### config.mk
export PLATFORM = sky130hd
export DESIGN_NAME = hsi_tx_arb_flat
export DESIGN_NICKNAME = d
export VERILOG_FILES = /design/src/rtl/hsi_tx_arb_pkg.sv /design/src/rtl/hsi_tx_arb_if.sv /design/src/rtl/hsi_rr_pick.sv /design/src/rtl/hsi_tx_arb.sv /design/src/flat_wrapper.sv
export SDC_FILE = /design/constraint.sdc
export NUM_CORES = 1
export LEC_CHECK = 0
export BUFFER_PORTS_ARGS = -buffer_cell sky130_fd_sc_hd__buf_2
export CAP_MARGIN = 40
export CELL_PAD_IN_SITES_DETAIL_PLACEMENT = 1
export CELL_PAD_IN_SITES_GLOBAL_PLACEMENT = 2
export CORE_MARGIN = 2
export CORE_UTILIZATION = 34
export DETAILED_ROUTE_END_ITERATION = 10
export GPL_TIMING_DRIVEN = 0
export PLACE_DENSITY_LB_ADDON = 0.1
export SYNTH_ARGS = -nofsm -noshare
export SYNTH_HDL_FRONTEND = slang
export SYNTH_SLANG_ARGS = --single-unit
### constraint.sdc
create_clock -name clk -period 4.18 [get_ports clk]
set_input_delay 1.254 -clock clk [delete_from_list [all_inputs] [get_ports clk]]
set_output_delay 1.254 -clock clk [all_outputs]
set_load 0.02 [all_outputs]
### src/rtl/hsi_tx_arb_pkg.sv
// hsi_tx_arb_pkg: shared state encodings and default constants for the HSI transmit arbiter.
package hsi_tx_arb_pkg;
    typedef enum logic [1:0] {
        HSI_ARB_IDLE   = 2'd0,
        HSI_ARB_GRANT  = 2'd1,
        HSI_ARB_ACTIVE = 2'd2,
        HSI_ARB_GAP    = 2'd3
    } arb_state_e;
    localparam int HSI_ARB_GAP_CYC = 4;
    localparam int HSI_ARB_TO_CYC  = 1024;
    localparam int HSI_ARB_WD_W    = 16;
endpackage

### src/rtl/hsi_tx_arb_if.sv
// hsi_tx_arb_if: bundle between the frame sources, the arbiter and the byte serializer.
//   src_tx_rdy/src_tx_en      frame request level / one-cycle start pulse per source
//   src_d/src_d_rdy           per-source byte stream (byte i at bits [8i+7:8i])
//   src_d_sending             serializer busy level, routed back to the granted source only
//   ser_d/ser_d_rdy           byte stream towards the serializer
//   ser_d_sending             serializer is shifting the current byte
//   busy/grant_id             arbiter status
//   frame_done/timeout_err    one-cycle end-of-frame pulses
// master = arbiter side, slave = sources/serializer side.
interface hsi_tx_arb_if #(
    parameter int N_SRC = 3,
    parameter int ID_W  = 2
);
    logic [N_SRC-1:0]   src_tx_rdy;
    logic [N_SRC-1:0]   src_tx_en;
    logic [8*N_SRC-1:0] src_d;
    logic [N_SRC-1:0]   src_d_rdy;
    logic [N_SRC-1:0]   src_d_sending;
    logic [7:0]         ser_d;
    logic               ser_d_rdy;
    logic               ser_d_sending;
    logic               busy;
    logic [ID_W-1:0]    grant_id;
    logic               frame_done;
    logic               timeout_err;
    modport master (
        input  src_tx_rdy, src_d, src_d_rdy, ser_d_sending,
        output src_tx_en, src_d_sending, ser_d, ser_d_rdy, busy, grant_id, frame_done, timeout_err
    );
    modport slave (
        output src_tx_rdy, src_d, src_d_rdy, ser_d_sending,
        input  src_tx_en, src_d_sending, ser_d, ser_d_rdy, busy, grant_id, frame_done, timeout_err
    );
endinterface

### src/rtl/hsi_rr_pick.sv
// hsi_rr_pick: combinational round-robin picker.
//   req   request vector, one bit per source
//   last  index granted last time; the scan starts at last+1 with wrap
//   valid any request present
//   idx   first requesting index found by the scan
module hsi_rr_pick #(
    parameter int N_SRC = 3,
    parameter int ID_W  = 2
) (
    input  logic [N_SRC-1:0] req,
    input  logic [ID_W-1:0]  last,
    output logic             valid,
    output logic [ID_W-1:0]  idx
);
    // Scan from the farthest offset down so the nearest requester overwrites.
    always_comb begin
        valid = |req;
        idx = '0;
        for (int k = N_SRC; k >= 1; k--)
            if (req[(int'(last) + k) % N_SRC]) idx = ID_W'((int'(last) + k) % N_SRC);
    end
endmodule

### src/rtl/hsi_tx_arb.sv
// hsi_tx_arb: round-robin scheduler sharing one HSI byte serializer between N_SRC frame sources,
// with inter-frame gap and stall watchdog.
//   clk  system clock
//   rst  synchronous active-high reset
//   bus  hsi_tx_arb_if master: source requests/bytes in, grant pulses, serializer stream and status out
module hsi_tx_arb
    import hsi_tx_arb_pkg::*;
#(
    parameter int N_SRC   = 3,
    parameter int ID_W    = 2,
    parameter int GAP_CYC = HSI_ARB_GAP_CYC,
    parameter int TO_CYC  = HSI_ARB_TO_CYC
) (
    input logic          clk,
    input logic          rst,
    hsi_tx_arb_if.master bus
);
    arb_state_e              state_q, state_d;
    logic [ID_W-1:0]         grant_id_q, grant_id_d, ptr_q, ptr_d, pick_idx;
    logic [N_SRC-1:0]        tx_en_q, tx_en_d;
    logic                    frame_done_q, frame_done_d, timeout_err_q, timeout_err_d;
    logic                    sending_q, pick_valid, rise, frame_end, active;
    logic [HSI_ARB_WD_W-1:0] wd_q, wd_d, wd_inc, gap_q, gap_d;

    hsi_rr_pick #(.N_SRC(N_SRC), .ID_W(ID_W)) u_pick (
        .req   (bus.src_tx_rdy),
        .last  (ptr_q),
        .valid (pick_valid),
        .idx   (pick_idx)
    );

    assign active    = state_q == HSI_ARB_ACTIVE;
    assign rise      = bus.ser_d_sending & ~sending_q;
    assign frame_end = ~bus.src_tx_rdy[grant_id_q] & ~bus.ser_d_sending;
    assign wd_inc    = rise ? '0 : wd_q + 16'd1;

    always_comb begin
        state_d       = state_q;
        grant_id_d    = grant_id_q;
        ptr_d         = ptr_q;
        tx_en_d       = '0;
        frame_done_d  = 1'b0;
        timeout_err_d = 1'b0;
        wd_d          = wd_q;
        gap_d         = gap_q;
        case (state_q)
            HSI_ARB_IDLE: if (pick_valid) begin
                state_d    = HSI_ARB_GRANT;
                grant_id_d = pick_idx;
                ptr_d      = pick_idx;
                tx_en_d    = N_SRC'(1) << pick_idx;
            end
            HSI_ARB_GRANT: begin
                state_d = HSI_ARB_ACTIVE;
                wd_d    = '0;
            end
            HSI_ARB_ACTIVE: begin
                wd_d  = wd_inc;
                gap_d = '0;
                // Normal end has priority over a watchdog expiry in the same cycle.
                if (frame_end) begin
                    frame_done_d = 1'b1;
                    state_d      = GAP_CYC == 0 ? HSI_ARB_IDLE : HSI_ARB_GAP;
                end else if (TO_CYC != 0 && wd_inc == HSI_ARB_WD_W'(TO_CYC)) begin
                    timeout_err_d = 1'b1;
                    state_d       = GAP_CYC == 0 ? HSI_ARB_IDLE : HSI_ARB_GAP;
                end
            end
            HSI_ARB_GAP: begin
                gap_d   = gap_q + 16'd1;
                state_d = gap_q == HSI_ARB_WD_W'(GAP_CYC - 1) ? HSI_ARB_IDLE : HSI_ARB_GAP;
            end
        endcase
    end

    always_ff @(posedge clk) begin
        if (rst) begin
            state_q       <= HSI_ARB_IDLE;
            grant_id_q    <= '0;
            ptr_q         <= ID_W'(N_SRC - 1);
            tx_en_q       <= '0;
            frame_done_q  <= 1'b0;
            timeout_err_q <= 1'b0;
            wd_q          <= '0;
            gap_q         <= '0;
            sending_q     <= 1'b0;
        end else begin
            state_q       <= state_d;
            grant_id_q    <= grant_id_d;
            ptr_q         <= ptr_d;
            tx_en_q       <= tx_en_d;
            frame_done_q  <= frame_done_d;
            timeout_err_q <= timeout_err_d;
            wd_q          <= wd_d;
            gap_q         <= gap_d;
            sending_q     <= bus.ser_d_sending;
        end
    end

    assign bus.src_tx_en     = tx_en_q;
    assign bus.ser_d         = active ? bus.src_d[{grant_id_q, 3'b000} +: 8] : '0;
    assign bus.ser_d_rdy     = active & bus.src_d_rdy[grant_id_q];
    assign bus.src_d_sending = (active && bus.ser_d_sending) ? N_SRC'(1) << grant_id_q : '0;
    assign bus.busy          = state_q != HSI_ARB_IDLE;
    assign bus.grant_id      = grant_id_q;
    assign bus.frame_done    = frame_done_q;
    assign bus.timeout_err   = timeout_err_q;
endmodule

### src/flat_wrapper.sv
// flat-port wrapper written by rule: the top's interface ports become plain ports
module hsi_tx_arb_flat import hsi_tx_arb_pkg::*;
#(
    parameter int N_SRC   = 3,
    parameter int ID_W    = 2,
    parameter int GAP_CYC = HSI_ARB_GAP_CYC,
    parameter int TO_CYC  = HSI_ARB_TO_CYC
)
  (clk, rst, bus_src_tx_rdy, bus_src_d, bus_src_d_rdy, bus_ser_d_sending, bus_src_tx_en, bus_src_d_sending, bus_ser_d, bus_ser_d_rdy, bus_busy, bus_grant_id, bus_frame_done, bus_timeout_err);
  hsi_tx_arb_if #(.N_SRC(N_SRC), .ID_W(ID_W)) bus_i ();
  input logic clk;
  input logic rst;
  input wire logic [$bits(bus_i.src_tx_rdy)-1:0] bus_src_tx_rdy;
  input wire logic [$bits(bus_i.src_d)-1:0] bus_src_d;
  input wire logic [$bits(bus_i.src_d_rdy)-1:0] bus_src_d_rdy;
  input wire logic [$bits(bus_i.ser_d_sending)-1:0] bus_ser_d_sending;
  output wire logic [$bits(bus_i.src_tx_en)-1:0] bus_src_tx_en;
  output wire logic [$bits(bus_i.src_d_sending)-1:0] bus_src_d_sending;
  output wire logic [$bits(bus_i.ser_d)-1:0] bus_ser_d;
  output wire logic [$bits(bus_i.ser_d_rdy)-1:0] bus_ser_d_rdy;
  output wire logic [$bits(bus_i.busy)-1:0] bus_busy;
  output wire logic [$bits(bus_i.grant_id)-1:0] bus_grant_id;
  output wire logic [$bits(bus_i.frame_done)-1:0] bus_frame_done;
  output wire logic [$bits(bus_i.timeout_err)-1:0] bus_timeout_err;
  assign bus_i.src_tx_rdy = bus_src_tx_rdy;
  assign bus_i.src_d = bus_src_d;
  assign bus_i.src_d_rdy = bus_src_d_rdy;
  assign bus_i.ser_d_sending = bus_ser_d_sending;
  assign bus_src_tx_en = bus_i.src_tx_en;
  assign bus_src_d_sending = bus_i.src_d_sending;
  assign bus_ser_d = bus_i.ser_d;
  assign bus_ser_d_rdy = bus_i.ser_d_rdy;
  assign bus_busy = bus_i.busy;
  assign bus_grant_id = bus_i.grant_id;
  assign bus_frame_done = bus_i.frame_done;
  assign bus_timeout_err = bus_i.timeout_err;
  hsi_tx_arb #(.N_SRC(N_SRC), .ID_W(ID_W), .GAP_CYC(GAP_CYC), .TO_CYC(TO_CYC)) u_core (.clk(clk), .rst(rst), .bus(bus_i));
endmodule
# Yosys cells after proc, flatten, opt, wreduce, memory -nomap -nowiden
# Index checks and enable logic that the tools add are counted.
[word_totals] regBits=44 output_inout_bits=20 mem_bits_ro=0 elab_cells=79 ram_bits=0 latch_bits=0 in_bits=33 memories=0
[classes] shift=3 n_mux=28 magnitude_cmp=4 n_mul=0 reduce_logical=11 n_eq_ne=7 bitwise=9 add_sub_neg=5 div_mod_pow=3
[ops] operator="32-bit by 4-bit less-than comparator with 1-bit output, second input constant" count=3
[ops] operator="32-bit by 3-bit modulo with 32-bit output, second input constant" count=3
[ops] operator="16-bit one-hot mux with 2 select lines" count=2
[ops] operator="16-bit by 1-bit adder with 16-bit output, second input constant" count=2
[ops] operator="24-bit by 6-bit variable part select with 8-bit output" count=1
[ops] operator="16-bit by 11-bit equality test with 1-bit output, second input constant" count=1
[ops] operator="16-bit by 2-bit equality test with 1-bit output, second input constant" count=1
[ops] operator="16-bit 2-to-1 mux" count=1
[ops] operator="2-bit 2-to-1 mux" count=7
[ops] operator="1-bit binary-select mux with 2-bit select" count=5
[ops] operator="1-bit 2-to-1 mux" count=10
[ops] operator="3-bit OR reduction" count=3
[ops] operator="8-bit 2-to-1 mux" count=1
[ops] operator="2-bit one-hot mux with 4 select lines" count=1
[ops] operator="2-bit by 2-bit adder with 3-bit output, second input constant" count=2
[ops] operator="1-bit NOT" count=6
[ops] operator="2-bit nonzero test" count=3
[ops] operator="1-bit by 2-bit << shifter with 3-bit output, first input constant" count=2
[ops] operator="2-bit equality test, second input constant" count=2
[ops] operator="2-bit AND reduction" count=2
[ops] operator="2-bit by 1-bit adder with 3-bit output, second input constant" count=1
[ops] operator="1-bit AND" count=3
[ops] operator="2-bit by 3-bit less-than comparator with 1-bit output, second input constant" count=1
[ops] operator="3-bit 2-to-1 mux" count=1
[ops] operator="other kinds (6)" count=6

# Logic depth before layout (Yosys ltp)
[logic_depth] ltp_word=9 mapped_depth=9

# Modules after synthesis
# A second synthesis with hierarchy kept.
[hier_totals] cells_unflattened=363 hier_area_um2=2746.4
[modules_own_cells] mod="hsi_tx_arb" area_per_inst_um2=2596.2 cells_per_inst=343 seq_area_each_um2=860.8 n_inst=1
[modules_own_cells] mod="hsi_rr_pick" area_per_inst_um2=150.1 cells_per_inst=20 seq_area_each_um2=0.0 n_inst=1

# Worst setup path before layout
# Ideal clock, no wire load.
[synth_timing] path_type="input to output" start="input bus_ser_d_sending" end="output bus_src_d_sending[2]" path_buffers=0 path_slack_ns=1.048 cell_stages=2 t_required_ns=2.926 arrival_ns=1.878 path_cell_list="nand2_1 -> nor3b_1"
[synth_via] elab_chain_cells=2
[synth_lines] item="from (decl)" line="flat_wrapper.sv:16" rtl="input wire logic [$bits(bus_i.ser_d_sending)-1:0] bus_ser_d_sending;"
[synth_lines] item="1-bit logical AND" line="hsi_tx_arb.sv:103" rtl="assign bus.src_d_sending = (active && bus.ser_d_sending) ? N_SRC'(1) << grant_id_q : '0;"
[synth_lines] item="3-bit 2-to-1 mux" line="hsi_tx_arb.sv:103"
[synth_lines] item="to (decl)" line="flat_wrapper.sv:18" rtl="output wire logic [$bits(bus_i.src_d_sending)-1:0] bus_src_d_sending;"
# No other way between the ends.

# Worst setup path after layout
[layout_timing] start="register u_core.grant_id_q[1] (netlist: u_core.bus.grant_id[1])" end="output bus_ser_d[5]"
[layout_via] elab_chain_cells=2
[layout_lines] item="from (decl)" line="hsi_tx_arb.sv:19" rtl="logic [ID_W-1:0] grant_id_q, grant_id_d, ptr_q, ptr_d, pick_idx;"
[layout_lines] item="from (signal assigned)" line="hsi_tx_arb.sv:89" rtl="grant_id_q <= grant_id_d;"
[layout_lines] item="24-bit by 6-bit variable part select with 8-bit output" line="hsi_tx_arb.sv:101" rtl="assign bus.ser_d = active ? bus.src_d[{grant_id_q, 3'b000} +: 8] : '0;"
[layout_lines] item="8-bit 2-to-1 mux" line="hsi_tx_arb.sv:101"
[layout_lines] item="to (decl)" line="flat_wrapper.sv:19" rtl="output wire logic [$bits(bus_i.ser_d)-1:0] bus_ser_d;"
# No other way between the ends.

==> results.tsv <==
stage	metric	value	unit
timing	setup_violations	0	
detailed_routing	drtIter0Drc	40	
critical_path	end_kind	output port	
global_routing	grt_first_pass_wirelength	13400	µm
logic_synthesis	synth_top_family_by_area	simple AND/OR/NAND/NOR gates	
logic_synthesis	ys_seq_elements	43	
logic_synthesis	synth.distinct_cells	50	
critical_path	critical_path_arrival	2.09	ns
power_and_ir_drop	seqPwrFrac	42.5	%
placement	dp_slack	1.04	ns
detailed_routing	drc_errors	0	
die	core	7610	µm²
power_and_ir_drop	pwr-share-comb	31.6	%
critical_path	startpoint_type	register	
clock_network	cts_made_buffers	5	
logic_synthesis	synthTopCellsByArea	dfxtp_1 33%, a21oi_1 5.1%, o21ai_0 5.1%	
logic_synthesis	synth_fa_ha_area_share	3.80	%
detailed_routing	ant_nets	0	
logic_synthesis	netlist.area_leader.share	32.7	%
final_layout	fill_cells	966	
die	fp.dieH	92.0	µm
detailed_routing	vias_per_cell	5.31	
logic_synthesis	async_flop_share	0	%
power_and_ir_drop	intPower	0.662	mW
logic_synthesis	yosys.area_share.xor_xnor	2.33	%
logic_synthesis	yosysMostFrequentCell	dfxtp_1	
run	max_cap_violations	0	
logic_synthesis	synth.yosys.seq_area_share	32.7	%
global_routing	antenna_found_initial	0	
power_and_ir_drop	swShare	36.4	%
logic_synthesis	synthMuxAreaShare	4.18	%
clock_network	clockRootBuffer	clkbuf_8	
placement	place_area	3020	µm²
placement	hpwl	5880	µm
global_routing	grt_max_degree	14	
power_and_ir_drop	clkPwrFrac	25.9	%
critical_path	cp_slowest_stage_delay	0.49	ns
logic_synthesis	synth_compound_gate_area_share	19.1	%
logic_synthesis	syn_nets	388	
timing	finalClockSkew	0.0168	ns
logic_synthesis	synthCells	347	
die	initial_utilization	34.6	%
timing	hold_violations	0	
clock_network	holdBufCountCts	0	
power_and_ir_drop	leakage	1.19	nW
power_and_ir_drop	p_per_area	335	nW/µm²
die	io_pins	53	
logic_synthesis	synth-simple-area-share	33.5	%
die	row_count	32	
critical_path	worstPathMaxFanout	10	
final_layout	final_nets	447	
final_layout	design_area	3110	µm²
clock_network	worstSkewPairLatency	0.30	ns
clock_network	cts_setup_buffers	0	
critical_path	slowest_stage	buf_1	
timing	report.final.slew_viol_count	0	
clock_network	path_clk_slew	0.09	ns
logic_synthesis	yosysTopAreaCell	dfxtp_1	
power_and_ir_drop	switchingPower	0.379	mW
global_routing	first_global_vias	2789	
placement	routabilityCongestion	0.790	
clock_network	clk_path_buf_depth	2	
timing	worst_slack	0.836	ns
clock_network	cts_sinks	43	
min_path	hp-class	reg2reg	
power_and_ir_drop	ir_worst_vdd	120	µV
detailed_routing	wl_per_cell	15.5	µm
clock_network	htree_levels	2	
power_and_ir_drop	power.total	1.04	mW
timing	fin_setup_tns	0	ns
logic_synthesis	yosysWarnings	0	
detailed_routing	vias	2702	
logic_synthesis	syn_area	2640	µm²
timing	finalCritPeriodShare	80.0	%
timing	worst_pin_slew	0.710	ns
clock_network	cts_resized	0	
die	die-area	8470	µm²
final_layout	drive_gt1_share	17.9	%
final_layout	insertedDiodeCount	0	
outcome	status	complete, no violations	
placement	placement.io_buffers	52	
logic_synthesis	synthTopCellsByCount	43 x dfxtp_1, 35 x nor2_1, 29 x nand2_1	
critical_path	critPathKind	reg2out	
global_routing	grt-ovfl-total	0	
detailed_routing	totalWireLength	7870	µm
die	die_w	92.0	µm
timing	rsz0062_at_grt	no	
logic_synthesis	avgSynthCellArea	7.59	µm²
timing	maxSlewHeadroom	52.3	%
critical_path	critPathRequiredTime	2.93	ns
final_layout	syn2layout_area_growth	17.9	%
global_routing	grt_use_total	19.4	%
logic_synthesis	synth-main-ff-cell	dfxtp_1	
timing	period_needed	3.34	ns
detailed_routing	dr.pass1.iters	4	
critical_path	path_cells	clkbuf_1, buf_1, mux2i_1, o21ai_0, and2_1, buf_2	
clock_network	cts_tree	done	
timing	fmax	0.299	GHz
logic_synthesis	synth_edf_count	0	
==> path summary, 6_finish.rpt <==
path | startpoint | endpoint | slack, ns | depth (start not counted)
worst max-delay path | u_core.bus.grant_id[1] | bus_ser_d[5] | 0.84 | 6
worst max register to register | u_core.wd_q[0] | u_core.state_q[1] | 1.67 | 7
worst min register to register | u_core.gap_q[10] | u_core.gap_q[10] | 0.51 | 2
worst min-delay path | u_core.gap_q[10] | u_core.gap_q[10] | 0.51 | 2
==> worst max-delay path, delay by kind of cell, from the launching register on <==
kind	cells	cell delay [ns]
compound gates	1	0.08
flops	1	0.33
mux	1	0.25
buf+inv	3	0.95
simple gates	1	0.17
==> per-layer routing <==
layer / part of all wire, % / global-route usage (%)
met5: 0 / 0
met4: 1.3 / 6.09
met3: 1.2 / 2.22
met2: 51 / 36.0
met1: 46 / 23.1
==> layout make-up <==
type,count,area (µm²),area share (%)
plain buffers,17,71.3,2.29
clock buffers,6,72.6,2.33
clock inverters,2,12.5,0.403
inverters,12,45.0,1.45
multi-input cells,275,1660,53.3
flip-flops and latches,43,861,27.7
well taps,102,128,4.11
repair buffers,52,260,8.37
==> power by group through the flow <==
stage | logic (mW) | clock network [mW] | registers [mW]
floorplan | 0.220 | 0 | 0.455
global placement | 0.324 | 0 | 0.451
detailed placement | 0.331 | 0 | 0.452
CTS | 0.334 | 0.283 | 0.443
global route | 0.371 | 0.294 | 0.446
finish | 0.329 | 0.270 | 0.442
==> cells by family after synthesis <==
kind of cell	after synthesis
DFF	43
xor gates and xnor gates	7
AOI/OAI and AO/OA	82
and+or+nand+nor	167
buffers and inverters	29
adders and majority gates	8
muxes	11
==> cell usage in the layout (no fill, tap or decap), types with 2 or more instances in the layout <==
| cell | count |
|---|---|
| dfxtp_1 | 43 |
| buf_1 | 4 |
| or3_1 | 5 |
| o21a_1 | 2 |
| a22oi_1 | 6 |
| and3_2 | 2 |
| xor2_1 | 5 |
| and3_1 | 5 |
| mux2i_1 | 11 |
| nand2b_1 | 4 |
| nor2b_1 | 8 |
| a211oi_1 | 2 |
| a21o_1 | 4 |
| nand4_1 | 11 |
| nor4_1 | 10 |
| ha_1 | 8 |
| or2_2 | 3 |
| inv_1 | 12 |
| nor3b_1 | 7 |
| buf_2 | 55 |
| clkbuf_1 | 10 |
| and2_1 | 12 |
| xnor2_1 | 2 |
| or4_1 | 2 |
| nor3_1 | 13 |
| a31oi_1 | 2 |
| clkbuf_8 | 5 |
| nor2_1 | 35 |
| nand2_1 | 29 |
| o21ai_0 | 27 |
| nand3_1 | 15 |
| a21oi_1 | 27 |
==> state kept, by name (all words and copies together), names as in the netlist <==
signal / cells
u_core.wd_q: 16
u_core.bus.timeout_err: 1
u_core.state_q: 2
u_core.bus.frame_done: 1
u_core.bus.src_tx_en: 3
u_core.gap_q: 16
u_core.ptr_q: 2
u_core.sending_q: 1
u_core.bus.grant_id: 1
==> per-stage QoR <==
step	hold WS [ns]	cells	util, %
final	0.513	509	40.9
after global routing	0.556	509	40.9
after CTS	0.525	509	40.9
after detailed placement	0.509	501	39.7
after global placement	0.479	501	39.7
after floorplan	0.463	347	-
Power figures use the tool's default switching activity.
